[src/rtl/pipe_chain.sv]
// pipe_chain: parametrised N-stage register chain with per-stage valid, stall and flush.
// The input is a valid/ready handshake into stage 0, the output a valid/ready handshake
// out of stage STAGES-1. Per-stage taps, valids and a registered occupancy count are
// exported for forwarding logic.
//
// Build option: define PIPE_CHAIN_BUBBLE_COLLAPSE_EN to let empty stages load while
// downstream is blocked (bubble squeezing). Left undefined, the chain moves as a whole
// and bubbles are preserved.
module pipe_chain #(
    parameter int unsigned STAGES = 4,
    parameter int unsigned WIDTH  = 32,
    parameter int unsigned CNTW   = $clog2(STAGES + 1)
) (
    input  logic                      clk_i,
    input  logic                      rst_i,        // asynchronous, active-low
    input  logic                      in_valid_i,
    input  logic [WIDTH-1:0]          in_data_i,
    output logic                      in_ready_o,
    input  logic [STAGES-1:0]         stall_i,
    input  logic [STAGES-1:0]         flush_i,
    output logic                      out_valid_o,
    output logic [WIDTH-1:0]          out_data_o,
    input  logic                      out_ready_i,
    output logic [STAGES*WIDTH-1:0]   tap_data_o,
    output logic [STAGES-1:0]         tap_valid_o,
    output logic [CNTW-1:0]           occupancy_o
);

    // hold[STAGES] is the consumer side; hold[k] == 1 keeps stage k in place.
    logic [STAGES:0]       hold;

    logic [STAGES-1:0]     valid_q, valid_d;
    logic [WIDTH-1:0]      data_q [STAGES];
    logic [WIDTH-1:0]      data_d [STAGES];
    logic [CNTW-1:0]       occ_q, occ_d;

    // Source of each stage: stage 0 takes the producer, stage k takes stage k-1.
    logic [STAGES-1:0]     src_valid;
    logic [WIDTH-1:0]      src_data [STAGES];

    // Hold chain, evaluated from the consumer back towards the producer.
    always_comb begin
        hold         = '0;
        hold[STAGES] = !out_ready_i;
        for (int k = STAGES - 1; k >= 0; k--) begin
`ifdef PIPE_CHAIN_BUBBLE_COLLAPSE_EN
            // An empty stage may always load unless it is itself stalled.
            hold[k] = stall_i[k] | (valid_q[k] & hold[k+1]);
`else
            hold[k] = stall_i[k] | hold[k+1];
`endif
        end
    end

    // Route each stage's upstream neighbour (or the producer) to its source.
    always_comb begin
        src_valid    = '0;
        src_valid[0] = in_valid_i;
        src_data[0]  = in_data_i;
        for (int k = 1; k < STAGES; k++) begin
            src_valid[k] = valid_q[k-1];
            src_data[k]  = data_q[k-1];
        end
    end

    // Per-stage next state: flush wins over hold, hold wins over load.
    always_comb begin
        valid_d = valid_q;
        data_d  = data_q;
        for (int k = 0; k < STAGES; k++) begin
            if (flush_i[k]) begin
                // A flushed stage becomes a bubble even when held; upstream still
                // sees hold[k] so nothing above it is lost.
                valid_d[k] = 1'b0;
                data_d[k]  = '0;
            end else if (!hold[k]) begin
                // Data is copied even for bubbles so the taps stay deterministic.
                valid_d[k] = src_valid[k];
                data_d[k]  = src_data[k];
            end
        end
    end

    // Occupancy is the popcount of the next-state valids, so it is exact every cycle.
    always_comb begin
        occ_d = '0;
        for (int k = 0; k < STAGES; k++) begin
            occ_d = occ_d + CNTW'(valid_d[k]);
        end
    end

    // Stage registers and occupancy counter.
    always_ff @(posedge clk_i or negedge rst_i) begin
        if (!rst_i) begin
            valid_q <= '0;
            occ_q   <= '0;
            for (int k = 0; k < STAGES; k++) begin
                data_q[k] <= '0;
            end
        end else begin
            valid_q <= valid_d;
            occ_q   <= occ_d;
            for (int k = 0; k < STAGES; k++) begin
                data_q[k] <= data_d[k];
            end
        end
    end

    // Output and tap wiring.
    always_comb begin
        tap_data_o = '0;
        for (int k = 0; k < STAGES; k++) begin
            tap_data_o[k*WIDTH +: WIDTH] = data_q[k];
        end
    end

    assign in_ready_o  = !hold[0];
    assign out_valid_o = valid_q[STAGES-1];
    assign out_data_o  = data_q[STAGES-1];
    assign tap_valid_o = valid_q;
    assign occupancy_o = occ_q;

`ifndef SYNTHESIS
    // The counter must track the valid vector and never exceed the stage count.
    always_ff @(posedge clk_i) begin
        if (rst_i) begin
            assert (32'(occ_d) == 32'($countones(valid_d)) && 32'(occ_d) <= STAGES);
        end
    end
`endif

endmodule

[config.mk]
export PLATFORM = sky130hd
export DESIGN_NAME = pipe_chain
export DESIGN_NICKNAME = d
export VERILOG_FILES = /design/src/rtl/pipe_chain.sv
export SDC_FILE = /design/constraint.sdc
export NUM_CORES = 1
export LEC_CHECK = 0
export CORE_MARGIN = 3
export CORE_UTILIZATION = 38
export CTS_CLUSTER_DIAMETER = 200
export DETAILED_ROUTE_END_ITERATION = 7
export HOLD_SLACK_MARGIN = 0.05
export PLACE_DENSITY = 0.75
export REMOVE_ABC_BUFFERS = 1
export SLEW_MARGIN = 30
export SYNTH_ARGS = -nofsm -noshare
export SYNTH_HDL_FRONTEND = slang
export SYNTH_SLANG_ARGS = --single-unit
[constraint.sdc]
create_clock -name clk_i -period 3 [get_ports clk_i]
set_input_delay 0.6 -clock clk_i [delete_from_list [all_inputs] [get_ports clk_i]]
set_output_delay 0.6 -clock clk_i [all_outputs]
set_load 0.01 [all_outputs]
==> results.sh, run 1 <==
export IMPL_cts_made_buffers=17
export IMPL_final_common_cell="clkdlybuf4s50_1"
export IMPL_rows=41
export IMPL_drt_wirelength_per_cell_um=20.1
export IMPL_finalCriticalPeriod_ps=2930
export IMPL_port_buffers=212
export IMPL_crit_path_end_kind="output port"
export IMPL_finalHoldViolations=0
export IMPL_first_global_vias=4155
export IMPL_min_period_over_period=0.978
export IMPL_wirelength_um=14500
export IMPL_grt_pass1_wl_um=22400
export IMPL_fin_ws_ps=65.6
export IMPL_final_max_slew_viol_count=0
export IMPL_routed_via_density=5.41
export IMPL_ios=213
export IMPL_regToRegEndpoint="occupancy_o[1]"
export IMPL_start_util=0.395
export IMPL_worstPathMaxFanout=3
export IMPL_power_density_nw_per_um2=513
export IMPL_core_sq_um=12900
export IMPL_hp_class="in2async"
export IMPL_path_class="in2out"
export IMPL_ys_seq_area_frac=0.664
export IMPL_clock_skew_ps=5.07
export IMPL_nNetsFinal=582
export IMPL_post_place_ws_ps=-34.0
export IMPL_ant_nets=0
export IMPL_diodes=0
export IMPL_timing_rr_start="tap_valid_o[0]"
export IMPL_layout_common_cells="clkdlybuf4s50_1 (211), dfrtp_1 (135), a22o_1 (132)"
export IMPL_combPwrFrac=0.051
export IMPL_yosysTopAreaCellShare=0.664
export IMPL_htree_num_levels=4
export IMPL_maxCapViolations=0
export IMPL_startpoint_type="input port"
export IMPL_met2_usage=0.335
export IMPL_p_clk_frac=0.489
export IMPL_switching_share=0.206
export IMPL_antenna_found_initial=0
export IMPL_vdd_drop_max_mv=0.328
export IMPL_cp_required_ps=2400
export IMPL_dieArea_sq_um=14800
export IMPL_p_total_mw=3.99
export IMPL_p_switching_uw=823
export IMPL_synth_area_sq_um=5090
export IMPL_grt_max_degree=58
export IMPL_hpwl_um=9720
export IMPL_outcome="complete, no violations"
export IMPL_p_leak_nw=3.49
export IMPL_reg2reg_depth=5
export IMPL_worst_pin_slew_ps=524
export IMPL_r2r_slack_ps=1290
export IMPL_grt_use_total=0.197
export IMPL_synth_cells=347
export IMPL_clock_latency_ps=410
export IMPL_design_area_sq_um=7780
export IMPL_die_y_um=122
export IMPL_synth_seq_cells=135
export IMPL_rsz0062_at_grt="false"
export IMPL_post_cts_buffers=0
export IMPL_root_buffer="clkbuf_16"
export IMPL_grt_overflow=0
export IMPL_grt_busiest_layer="met2"
export IMPL_vias=3885
export IMPL_relSlewSlack=0.651
export IMPL_cp_arrival_ps=2330
export IMPL_area_growth_pct=52.8
export IMPL_setup_viol=0
export IMPL_placed_area_sq_um=7230
export IMPL_syn_area_per_cell_sq_um=14.7
export IMPL_yosys_area_top_type="dfrtp_1"
export IMPL_clockBufferDepth=2
export IMPL_initialDrtViolationCount=178
export IMPL_use_met1=0.231
export IMPL_cts_tree="done"
export IMPL_met3_usage=0.0599
export IMPL_ys_warn_count=0
export IMPL_pwr_share_seq=0.460
export IMPL_fmax_ghz=0.341
export IMPL_cts_clk_slew_worst_paths_ps=50
export IMPL_layout_drive_gt1_share=0.0879
export IMPL_synthTopCellsByArea="dfrtp_1 (66%), a22o_1 (23%), buf_4 (5.3%), clkbuf_1 (0.88%), buf_6 (0.66%)"
export IMPL_clock_sinks=135
export IMPL_drc=0
export IMPL_synth_distinct_cells=20
export IMPL_p_int_mw=3.17
export IMPL_firstDrtPassIters=6
export IMPL_die_w_um=122
export IMPL_gp_congestion=0.871
## kinds of logic (layout without fill, tap and decap cells)
group | Yosys count | in the layout | synth area share
fa+ha+maj | 3 | 3 | 0.00885
flops | 135 | 135 | 0.664
compound gates | 137 | 137 | 0.233
simple gates | 10 | 10 | 0.0157
buf+inv | 62 | 261 | 0.0784
## synth_stat cells (all sizes together)
cell type,n
clkbuf,13
a22oi,3
nor4b,1
a22o,132
dfrtp,135
inv,4
nor2,4
fa,1
a21oi,2
ha,2
nor3b,1
or3b,1
nor2b,1
buf,45
nor4,1
or4b,1
## worst max path at each step
stage / startpoint / to / slack, ps
2_1_floorplan: flush_i[3] / occupancy_o[1] / -920
3_3_place_gp: out_ready_i / occupancy_o[1] / 70
3_5_place_dp: stall_i[1] / occupancy_o[1] / -30
4_1_cts: stall_i[2] / in_ready_o / 40
5_1_grt: stall_i[2] / in_ready_o / 30
6_report: stall_i[2] / in_ready_o / 70
## state kept, by name (all words and copies together) (netlist names)
register	count
tap_data_o	96
tap_valid_o	4
out_data_o	32
occupancy_o	3
## power by group through the flow
stage	logic (mW)	clock network, mW	registers [mW]
3_5_place_dp	0.207	0	1.87
3_3_place_gp	0.201	0	1.87
6_report	0.204	1.95	1.83
2_1_floorplan	0.0425	0	1.87
4_1_cts	0.208	1.99	1.83
5_1_grt	0.222	2.08	1.83
## final cells by class
| class | instances | area (sq um) |
|---|---|---|
| clock buffers | 26 | 479 |
| clock inverters | 4 | 70.1 |
| well taps | 172 | 215 |
| fillers | 993 | 5100 |
| multi-input cells | 150 | 1370 |
| repair buffers | 227 | 2250 |
| flip-flops and latches | 135 | 3380 |
| inverters | 4 | 15.0 |
## critical path, stage by stage
cell	delay [ps]
clkdlybuf4s50_1	440
or4b_4	570
nor2_1	140
clkdlybuf4s50_1	570
## per-layer routing
metal / share of wire / wire length [um]
met4: 0.027 / 389
met1: 0.39 / 5660
met5: 0 / 0
met3: 0.068 / 985
met2: 0.51 / 7420
## stage by stage
step	hold WS [ps]	instances	TNS (ps)	utilization
2_1_floorplan	304	289	-2490	-
5_1_grt	170	718	0	0.604
3_5_place_dp	508	688	-34.0	0.561
3_3_place_gp	503	688	0	0.561
6_report	135	718	0	0.604
4_1_cts	149	718	0	0.604
## what timing repair did
item | 4_1_cts | 5_1_grt
endpoints found under the hold margin | 0 | 0
endpoints found under the setup margin | 0 | 1
resized for setup | 0 | 1
hold buffers | 0 | 0
No activity file was read; power rests on OpenSTA's default activity.
==> run 2, diff against run 1 <==
--- a/config.mk
+++ b/config.mk
@@ -7,7 +7,7 @@
 export LEC_CHECK = 0
 export CORE_MARGIN = 3
 export CORE_UTILIZATION = 38
-export CTS_CLUSTER_DIAMETER = 200
+export CTS_CLUSTER_DIAMETER = 30
 export DETAILED_ROUTE_END_ITERATION = 7
 export HOLD_SLACK_MARGIN = 0.05
 export PLACE_DENSITY = 0.75
==> results of run 2 <==
Same layout as run 1: the final DEF is identical, and so are final timing and power.
==> run 3, diff against run 2 <==
--- a/config.mk
+++ b/config.mk
@@ -10,7 +10,7 @@
 export CTS_CLUSTER_DIAMETER = 30
 export DETAILED_ROUTE_END_ITERATION = 7
 export HOLD_SLACK_MARGIN = 0.05
-export PLACE_DENSITY = 0.75
+export PLACE_DENSITY = 0.77
 export REMOVE_ABC_BUFFERS = 1
 export SLEW_MARGIN = 30
 export SYNTH_ARGS = -nofsm -noshare
==> constraint.sdc (replaced) <==
create_clock -name clk_i -period 2.6 [get_ports clk_i]
set_input_delay 0.52 -clock clk_i [delete_from_list [all_inputs] [get_ports clk_i]]
set_output_delay 0.52 -clock clk_i [all_outputs]
set_load 0.01 [all_outputs]
==> run 3 against run 2 <==
Effect of this change: clock skew is 1.9 ps higher; sequential share of layout area is 0.37 points lower; largest cell class unchanged; clock-buffer cell count is 2 lower; critical path type is now in2reg; global-route usage is 0.71 points lower; die area stayed put; sequential power is 16% higher; critical path depth is 6 higher; first-iteration DRC count is 33% higher; highest routed layer unchanged.
==> results.sh, run 3 (same netlist as run 1, synthesis figures left out) <==
export IMPL_area_growth_pct=54.1
export IMPL_final_max_slew_viol_count=0
export IMPL_cp_arrival_ps=2790
export IMPL_fmax_ghz=0.397
export IMPL_crit_path_end_kind="flip-flop"
export IMPL_firstDrtPassIters=4
export IMPL_cp_required_ps=2870
export IMPL_grt_max_degree=71
export IMPL_utilization=0.609
export IMPL_tns_ps=0
export IMPL_initialDrtViolationCount=236
export IMPL_hpwl_um=9400
export IMPL_ant_nets=0
export IMPL_grt_use_total=0.190
export IMPL_hold_depth=1
export IMPL_die_w_um=122
export IMPL_timing_rr_start="tap_valid_o[0]"
export IMPL_core_sq_um=12900
export IMPL_fin_ws_ps=81.9
export IMPL_drt_wirelength_per_cell_um=19.5
export IMPL_dieArea_sq_um=14800
export IMPL_clockBufferDepth=2
export IMPL_placedCellCount=690
export IMPL_regToRegEndpoint="occupancy_o[1]"
export IMPL_r2r_slack_ps=910
export IMPL_finalHoldViolations=0
export IMPL_root_buffer="clkbuf_16"
export IMPL_layout_common_cells="clkdlybuf4s50_1 (207), dfrtp_1 (135), a22o_1 (132)"
export IMPL_clock_sinks=135
export IMPL_startpoint_type="input port"
export IMPL_finalCriticalPeriod_ps=2520
export IMPL_htree_num_levels=4
export IMPL_outcome="complete, no violations"
export IMPL_largest_reg_flops=96
export IMPL_hp_class="reg2reg"
export IMPL_min_period_over_period=0.968
export IMPL_worst_pin_slew_ps=448
export IMPL_power_density_nw_per_um2=586
export IMPL_die_y_um=122
export IMPL_ios=213
export IMPL_path_class="in2reg"
export IMPL_first_global_vias=3986
export IMPL_clock_skew_ps=6.99
export IMPL_holdCritStartpoint="tap_data_o[74]"
export IMPL_rows=41
export IMPL_gp_congestion=0.828
export IMPL_cts_tree="done"
export IMPL_routed_via_density=5.34
export IMPL_vias=3873
export IMPL_grt_overflow=0
export IMPL_placed_area_sq_um=7240
export IMPL_maxCapViolations=0
export IMPL_post_place_ws_ps=-321
export IMPL_wirelength_um=14100
export IMPL_port_buffers=212
export IMPL_antenna_found_initial=0
export IMPL_cts_made_buffers=17
export IMPL_p_total_mw=4.60
export IMPL_worstPathMaxFanout=2
export IMPL_hold_path_end="out_data_o[10]"
export IMPL_fin_cells=725
export IMPL_relSlewSlack=0.702
export IMPL_start_util=0.395
export IMPL_diodes=0
export IMPL_nNetsFinal=587
export IMPL_vdd_drop_max_mv=0.397
export IMPL_drc=0
export IMPL_design_area_sq_um=7850
export IMPL_final_common_cell="clkdlybuf4s50_1"
export IMPL_hold_slack_ps=509
export IMPL_grt_pass1_wl_um=21900
export IMPL_reg2reg_depth=5
export IMPL_layout_drive_gt1_share=0.108
export IMPL_setup_viol=0
export IMPL_cts_clk_slew_worst_paths_ps=60
export IMPL_p_leak_nw=3.56
export IMPL_clock_latency_ps=400
==> run 3: cell count changes in the layout (fill, tap and decap cells not counted), sizes merged <==
cell	before	now
dlygate4sd2	0	1
clkbuf	26	24
buf	16	20
dlygate4sd3	0	1
clkinv	2	6
bufinv	2	1
dlymetal6s2s	0	3
clkinvlp	0	1
clkdlybuf4s50	211	207
==> run 3: area by class of cell <==
cell class / instances / area, sq um
clock buffer: 24 / 492
clock inverter: 8 / 71.3
fill: 985 / 5030
inverter: 4 / 15.0
multi-input combinational: 150 / 1380
sequential: 135 / 3380
tap: 172 / 215
timing repair buffer: 232 / 2290
==> run 3: timing repair <==
item                                   in CTS  in global routing
hold buffers                                1                  0
resized for setup                           2                  5
endpoints found under the hold margin      36                  0
setup endpoints to repair                   1                  1
pin swaps                                   0                  2
setup buffers                               0                  2
==> run 3: worst max path at each step <==
| stage | start | end | slack [ps] | cells after the start |
|---|---|---|---|---|
| 2_1_floorplan | flush_i[3] | occupancy_o[1] | -1240 | 6 |
| 3_3_place_gp | out_ready_i | occupancy_o[1] | -250 | 8 |
| 3_5_place_dp | out_ready_i | occupancy_o[1] | -320 | 8 |
| 4_1_cts | stall_i[2] | occupancy_o[1] | 100 | 8 |
| 5_1_grt | stall_i[1] | occupancy_o[1] | -2 | 10 |
| 6_report | stall_i[1] | occupancy_o[1] | 80 | 10 |
==> run 3: power breakdown <==
group          internal (mW)  leakage [nW]  switching [mW]  total (mW)
Sequential              2.11          1.88         0.00682        2.12
Clock                   1.41         0.280           0.829        2.24
Combinational          0.101          1.39           0.140       0.241
Total                   3.62          3.56           0.976        4.60
==> run 3: worst max-delay path, stage by stage <==
cell	delay, ps
clkdlybuf4s50_1	430
buf_4	160
nor4b_1	320
buf_4	210
nor2_4	30
a22oi_1	230
fa_1	450
inv_1	60
ha_1	140
ha_1	230
==> run 3: per-layer routing <==
| metal | vias up | GRT usage | part of all wire |
|---|---|---|---|
| met1 | 1991 | 0.226 | 0.39 |
| met2 | 182 | 0.323 | 0.51 |
| met5 | - | 0 | 0 |
| li1 | 1676 | - | - |
| met4 | 0 | 0.0588 | 0.016 |
| met3 | 24 | 0.0669 | 0.079 |
